## config.mk

```make
export PLATFORM = sky130hd
export DESIGN_NAME = trax_move_commit
export DESIGN_NICKNAME = d
export VERILOG_FILES = /design/src/rtl/trax_move_commit.sv
export SDC_FILE = /design/constraint.sdc
export NUM_CORES = 1
export LEC_CHECK = 0
export CORE_ASPECT_RATIO = 0.5
export CORE_MARGIN = 3
export CORE_UTILIZATION = 40
export CTS_CLUSTER_SIZE = 24
export DETAILED_ROUTE_END_ITERATION = 12
export PLACE_DENSITY = 0.65
export SLEW_MARGIN = 30
export SYNTH_ARGS = -nofsm -noshare
export SYNTH_HDL_FRONTEND = slang
export SYNTH_SLANG_ARGS = --single-unit
```

## constraint.sdc

```tcl
create_clock -name clock -period 7.8 [get_ports clock]
set_input_delay 1.56 -clock clock [delete_from_list [all_inputs] [get_ports clock]]
set_output_delay 1.56 -clock clock [all_outputs]
set_load 0.02 [all_outputs]
```

## src/rtl/trax_move_commit.sv

```systemverilog
// Trax move-commit engine: validates a proposed placement, fetches the four
// neighbours, runs the legality checker and commits or rejects the tile.
module trax_move_commit #(
    parameter int ROWS        = 8,
    parameter int COLS        = 8,
    parameter int ROW_W       = 3,
    parameter int COL_W       = 3,
    parameter int CHK_TIMEOUT = 15
) (
    input  logic             clock,
    input  logic             reset,
    input  logic             req_valid,
    output logic             req_ready,
    input  logic [ROW_W-1:0] req_row,
    input  logic [COL_W-1:0] req_col,
    input  logic [2:0]       req_tile,
    output logic             resp_valid,
    output logic             resp_accept,
    output logic [1:0]       resp_code,
    output logic             chk_start,
    output logic [2:0]       chk_up,
    output logic [2:0]       chk_down,
    output logic [2:0]       chk_right,
    output logic [2:0]       chk_left,
    input  logic             chk_done,
    input  logic [5:0]       chk_mask,
    input  logic [ROW_W-1:0] rd_row,
    input  logic [COL_W-1:0] rd_col,
    output logic [2:0]       rd_tile,
    output logic [6:0]       move_count
);

    localparam int CNT_W = $clog2(CHK_TIMEOUT + 1);
    localparam logic [CNT_W-1:0] CNT_MAX = CNT_W'(CHK_TIMEOUT);
    localparam logic [ROW_W:0] ROWS_X = (ROW_W + 1)'(ROWS);
    localparam logic [COL_W:0] COLS_X = (COL_W + 1)'(COLS);
    localparam logic [6:0] MAX_MOVES = 7'(ROWS * COLS);

    localparam logic [1:0] RC_OK      = 2'd0;
    localparam logic [1:0] RC_BAD     = 2'd1;
    localparam logic [1:0] RC_ISOLATE = 2'd2;
    localparam logic [1:0] RC_ILLEGAL = 2'd3;

    typedef enum logic [3:0] {
        S_IDLE,
        S_VALIDATE,
        S_FETCH_U,
        S_FETCH_D,
        S_FETCH_R,
        S_FETCH_L,
        S_CHECK,
        S_WAIT,
        S_WRITE,
        S_RESP
    } state_t;

    state_t state_q, state_d;

    logic [ROW_W-1:0] row_q, row_d;
    logic [COL_W-1:0] col_q, col_d;
    logic [2:0]       tile_q, tile_d;
    logic [2:0]       up_q, up_d;
    logic [2:0]       dn_q, dn_d;
    logic [2:0]       rt_q, rt_d;
    logic [2:0]       lf_q, lf_d;
    logic [CNT_W-1:0] cnt_q, cnt_d;
    logic [1:0]       code_q, code_d;
    logic             accept_q, accept_d;
    logic [6:0]       count_q, count_d;

    logic [2:0] board_q [ROWS][COLS];
    logic [2:0] board_d [ROWS][COLS];

    logic [ROW_W:0] f_row;
    logic [COL_W:0] f_col;
    logic [2:0]     f_tile;
    logic [2:0]     tile_idx;
    logic [7:0]     mask_ext;
    logic           bad_req;

    // Single board read port shared by VALIDATE (own cell) and the fetches;
    // the extra index bit makes row-1 at row 0 wrap to an off-board value.
    always_comb begin
        f_row = {1'b0, row_q};
        f_col = {1'b0, col_q};
        unique case (state_q)
            S_FETCH_U: f_row = {1'b0, row_q} - 1'b1;
            S_FETCH_D: f_row = {1'b0, row_q} + 1'b1;
            S_FETCH_R: f_col = {1'b0, col_q} + 1'b1;
            S_FETCH_L: f_col = {1'b0, col_q} - 1'b1;
            default: ;
        endcase
        f_tile = 3'd0;
        if (f_row < ROWS_X && f_col < COLS_X) begin
            f_tile = board_q[f_row[ROW_W-1:0]][f_col[COL_W-1:0]];
        end
    end

    always_comb begin
        rd_tile = 3'd0;
        if ({1'b0, rd_row} < ROWS_X && {1'b0, rd_col} < COLS_X) begin
            rd_tile = board_q[rd_row][rd_col];
        end
    end

    assign tile_idx = tile_q - 3'd1;
    assign mask_ext = {2'b00, chk_mask};
    assign bad_req  = ({1'b0, row_q} >= ROWS_X) || ({1'b0, col_q} >= COLS_X)
                   || (tile_q == 3'd0) || (tile_q == 3'd7) || (f_tile != 3'd0);

    always_ff @(posedge clock) begin
        if (reset) begin
            state_q  <= S_IDLE;
            row_q    <= '0;
            col_q    <= '0;
            tile_q   <= '0;
            up_q     <= '0;
            dn_q     <= '0;
            rt_q     <= '0;
            lf_q     <= '0;
            cnt_q    <= '0;
            code_q   <= '0;
            accept_q <= 1'b0;
            count_q  <= '0;
            for (int r = 0; r < ROWS; r++) begin
                for (int c = 0; c < COLS; c++) begin
                    board_q[r][c] <= '0;
                end
            end
        end else begin
            state_q  <= state_d;
            row_q    <= row_d;
            col_q    <= col_d;
            tile_q   <= tile_d;
            up_q     <= up_d;
            dn_q     <= dn_d;
            rt_q     <= rt_d;
            lf_q     <= lf_d;
            cnt_q    <= cnt_d;
            code_q   <= code_d;
            accept_q <= accept_d;
            count_q  <= count_d;
            board_q  <= board_d;
        end
    end

    always_comb begin
        state_d  = state_q;
        row_d    = row_q;
        col_d    = col_q;
        tile_d   = tile_q;
        up_d     = up_q;
        dn_d     = dn_q;
        rt_d     = rt_q;
        lf_d     = lf_q;
        cnt_d    = cnt_q;
        code_d   = code_q;
        accept_d = accept_q;
        count_d  = count_q;
        board_d  = board_q;
        unique case (state_q)
            S_IDLE: begin
                if (req_valid) begin
                    row_d   = req_row;
                    col_d   = req_col;
                    tile_d  = req_tile;
                    state_d = S_VALIDATE;
                end
            end
            S_VALIDATE: begin
                if (bad_req) begin
                    code_d   = RC_BAD;
                    accept_d = 1'b0;
                    state_d  = S_RESP;
                end else if (count_q == 7'd0) begin
                    state_d = S_WRITE;
                end else begin
                    state_d = S_FETCH_U;
                end
            end
            S_FETCH_U: begin
                up_d    = f_tile;
                state_d = S_FETCH_D;
            end
            S_FETCH_D: begin
                dn_d    = f_tile;
                state_d = S_FETCH_R;
            end
            S_FETCH_R: begin
                rt_d    = f_tile;
                state_d = S_FETCH_L;
            end
            S_FETCH_L: begin
                lf_d = f_tile;
                if ({up_q, dn_q, rt_q, f_tile} == 12'd0) begin
                    code_d   = RC_ISOLATE;
                    accept_d = 1'b0;
                    state_d  = S_RESP;
                end else begin
                    state_d = S_CHECK;
                end
            end
            S_CHECK: begin
                cnt_d   = '0;
                state_d = S_WAIT;
            end
            S_WAIT: begin
                cnt_d = cnt_q + 1'b1;
                if (chk_done) begin
                    if (mask_ext[tile_idx]) begin
                        state_d = S_WRITE;
                    end else begin
                        code_d   = RC_ILLEGAL;
                        accept_d = 1'b0;
                        state_d  = S_RESP;
                    end
                end else if (cnt_q == CNT_MAX) begin
                    // checker stays silent when no tile fits
                    code_d   = RC_ILLEGAL;
                    accept_d = 1'b0;
                    state_d  = S_RESP;
                end
            end
            S_WRITE: begin
                board_d[row_q][col_q] = tile_q;
                if (count_q != MAX_MOVES) begin
                    count_d = count_q + 7'd1;
                end
                code_d   = RC_OK;
                accept_d = 1'b1;
                state_d  = S_RESP;
            end
            S_RESP: begin
                up_d    = '0;
                dn_d    = '0;
                rt_d    = '0;
                lf_d    = '0;
                state_d = S_IDLE;
            end
            default: state_d = S_IDLE;
        endcase
    end

    always_comb begin
        req_ready  = (state_q == S_IDLE);
        resp_valid = (state_q == S_RESP);
        chk_start  = (state_q == S_CHECK);
    end

    assign resp_accept = accept_q;
    assign resp_code   = code_q;
    assign chk_up      = up_q;
    assign chk_down    = dn_q;
    assign chk_right   = rt_q;
    assign chk_left    = lf_q;
    assign move_count  = count_q;

endmodule

```

==> flow_summary_export.csv <==
group,metric,value,unit
floorplan,row_count,45,
final_layout,area_growth,11.6,%
floorplan,fp.dieW,257,um
power,powerDensity,210,nW/um^2
worst_setup_path,cp-end-kind,"output pin",
sta,setup_ws,1.64,ns
worst_setup_path,cp.required,6.24,ns
placed_design,place_area,13300,sq um
worst_setup_path,crit_family,"buffers and inverters",
final_layout,stdcell_area,14000,sq um
power,power_leakage,4.38,nW
clocking,cts_root_buf,"clkbuf_16",
grt,gr-total-overflow,0,
clocking,cts_setup_buffers,0,
final_layout,multi_input_area,7360,sq um
clocking,hold_buffers,0,
outcome,status,"completed",
power,swShare,0.322,
sta,max_slew.worst_pin.slew,0.959,ns
hold_path,hold_depth,2,
route,drc_errors,0,
clocking,h-tree-depth,1,
sta,tns,0,ns
worst_setup_path,cpMaxStageDelayCell,"buf_2",
worst_setup_path,path_depth,6,
worst_setup_path,endpoint,"rd_tile[1]",
worst_setup_path,r2r_cells,15,
sta,timing.max_slew.rel_slack,0.361,
sta,setup_viol,0,
route,firstDrtPassIters,5,
yosys,yosysSeqAreaShare,0.368,
clocking,clk_latency,0.54,ns
sta,clock-skew-final,0.0349,ns
worst_setup_path,r2r_slack,2.41,ns
route,drt_iter0_drc,1510,
sta,finalCritPeriodShare,0.790,
worst_setup_path,path_cells,"buf_2 > buf_4 > mux4_2 > mux4_2 > mux4_2 > clkdlybuf4s50_1",
final_layout,fill_cells,3031,
route,routed_wl,40600,um
yosys,yosysUniqueCellTypes,68,
yosys,netlist_area,12600,sq um
yosys,synth_nets,1590,
clocking,cts_buffer_depth,3,
power,ir_worst_vdd,0.000122,V
grt,grt_usage,0.234,
power,seq_power_share,0.416,
worst_setup_path,cp-startpoint,"rd_row[1]",
worst_setup_path,path_buf_inv,3,
power,p_sw,0.000950,W
clocking,cts_tree,"done",
yosys,syn_area_per_cell,8.09,sq um
grt,grt_pass1_vias,10880,
route,ant_nets,0,
placed_design,pre_cts_slack,1.67,ns
worst_setup_path,rr_endpoint,"state_q[1]",
hold_path,hp-class,"reg2reg",
floorplan,start_util,0.410,
worst_setup_path,start_kind,"input pin",
clocking,path_clk_slew,0.07,ns
placed_design,dpl.hpwl,26700,um
floorplan,ios,53,
grt,grt_max_degree,120,
route,vias,11989,
power,power.internal,0.00200,W
yosys,synthCells,1554,
worst_setup_path,timing.rr.start,"state_q[1]",
route,viasPerCell,6.13,
clocking,post_cts_resized,0,
yosys,synth_ff_type,"dfxtp_1",
power,combPwrFrac,0.209,
worst_setup_path,worstPathArrival,4.60,ns
placed_design,gp_congestion,0.943,
yosys,synth_top_area_share,0.368,
yosys,synth_edf_count,0,
final_layout,regArea,4630,sq um
floorplan,die_h,131,um
power,clkPwrFrac,0.374,
yosys,synth_area_leaders,"dfxtp_1 (37%), mux4_2 (12%), a21oi_1 (8.8%), nand2_1 (7.9%), nand3_1 (4.7%)",
worst_setup_path,critPathMostFrequentCell,"mux4_2",
sta,fmax,162,MHz
sta,min_period,6.16,ns
floorplan,dieArea,33700,sq um
final_layout,antennaDiodeCount,0,
grt,grt_pass1_wl,63600,um
floorplan,core,30600,sq um
sta,hold_slack,0.472,ns
worst_setup_path,cp_max_fo,35,
grt,antenna_found_initial,0,
yosys,yosys.area.top_type,"dfxtp_1",
worst_setup_path,crit_type,"in2out",
job,cap_violations,0,
yosys,yosysWarnings,0,
placed_design,port_buffers,52,
final_layout,fin_nets,1554,
route,drt-wirelength-per-cell,20.8,um
sta,finalHoldViolCount,0,
worst_setup_path,cpPeakStageDelay,0.72,ns
yosys,async_flop_share,0,
yosys,synth.ff_latch_count,231,
clocking,cts_buffers,23,
sta,maxSlewViolCount,0,
sta,rsz0062_at_grt,"no",
clocking,numClockSinks,231,
final_layout,drive_gt1_frac,0.114,
-- cell type report --
type,count,area share
multi-input combinational,1167,0.525
clock inverter,10,0.00597
clock buffer,29,0.0455
tap,423,0.0377
timing repair buffer,79,0.0522
sequential,231,0.330
inverter,16,0.00428
-- cells in the mapped netlist, drive strengths merged, types with 9 or more instances --
library cell and count:
buf 37, nand3 119, nand2 264, nor3 61, o221ai 12, mux4 66, inv 14, nor2 105
clkbuf 103, o21ai 120, a21oi 221, mux2i 12, a31oi 17, o22ai 51, a211oi 15, ha 9
dfxtp 231, nor2b 9
-- cell usage in the layout (no fill, tap or decap), types with 15 or more instances in the layout --
cell	n
a211oi_1	15
nand3_1	118
mux4_2	65
nand2_1	263
clkdlybuf4s50_1	48
nor3_1	53
buf_4	22
dfxtp_1	228
nor2_1	104
clkbuf_16	23
a21oi_1	221
o21ai_0	117
o22ai_1	51
-- power groups by stage --
stage	combinational, W	sequential [W]	clock (W)
3_3_place_gp	0.000587	0.00125	0
5_1_grt	0.000658	0.00123	0.00116
6_report	0.000617	0.00123	0.00110
3_5_place_dp	0.000597	0.00125	0
4_1_cts	0.000600	0.00123	0.00112
2_1_floorplan	0.000431	0.00124	0
-- metrics by stage --
stage / utilization / power [W] / std cells
after floorplan: - / 0.00167 / 1554
final: 0.458 / 0.00295 / 1955
after global placement: 0.432 / 0.00184 / 1911
after global routing: 0.458 / 0.00305 / 1955
after CTS: 0.457 / 0.00294 / 1953
after detailed placement: 0.434 / 0.00185 / 1914
-- layer usage --
metal	up-vias	GRT usage	wire, um
met3	99	0.0585	4490
li1	5582	-	-
met5	-	0	0
met4	0	0.0729	1160
met1	5691	0.345	18000
met2	617	0.335	17000
-- cells by family (layout without fill, tap and decap cells) --
kind of cell | after synthesis | in the layout | share of synthesized area
adders and majority gates | 11 | 11 | 0.0121
DFF | 231 | 231 | 0.368
buffers and inverters | 156 | 134 | 0.0531
AOI/OAI and AO/OA | 472 | 472 | 0.217
xor gates and xnor gates | 11 | 11 | 0.00886
and+or+nand+nor | 592 | 592 | 0.209
muxes | 81 | 81 | 0.132
-- worst min path at each step --
stage / slack [ns] / endpoint / start
floorplan: 0.44 / board_q[102] / board_q[102]
global placement: 0.46 / board_q[49] / board_q[49]
detailed placement: 0.46 / board_q[49] / board_q[49]
CTS: 0.47 / board_q[49] / board_q[49]
global route: 0.50 / board_q[50] / board_q[50]
finish: 0.47 / board_q[49] / board_q[49]
-- tightest hold or removal path: cells and delay by family, from the launching register on --
kind	cells	cell delay [ns]
AO/OA/AOI/OAI	1	0.05
AND/OR/NAND/NOR	1	0.05
flip-flops	1	0.32
-- flip-flops by register name, summed over array words and instances (netlist names), 3 cells and up --
signal / count
cnt_q: 4
chk_up: 3
col_q: 3
tile_q: 3
chk_left: 3
row_q: 3
chk_right: 3
board_q: 192
move_count: 7
chk_down: 3
state_q: 4
Power figures use the tool's default switching activity.
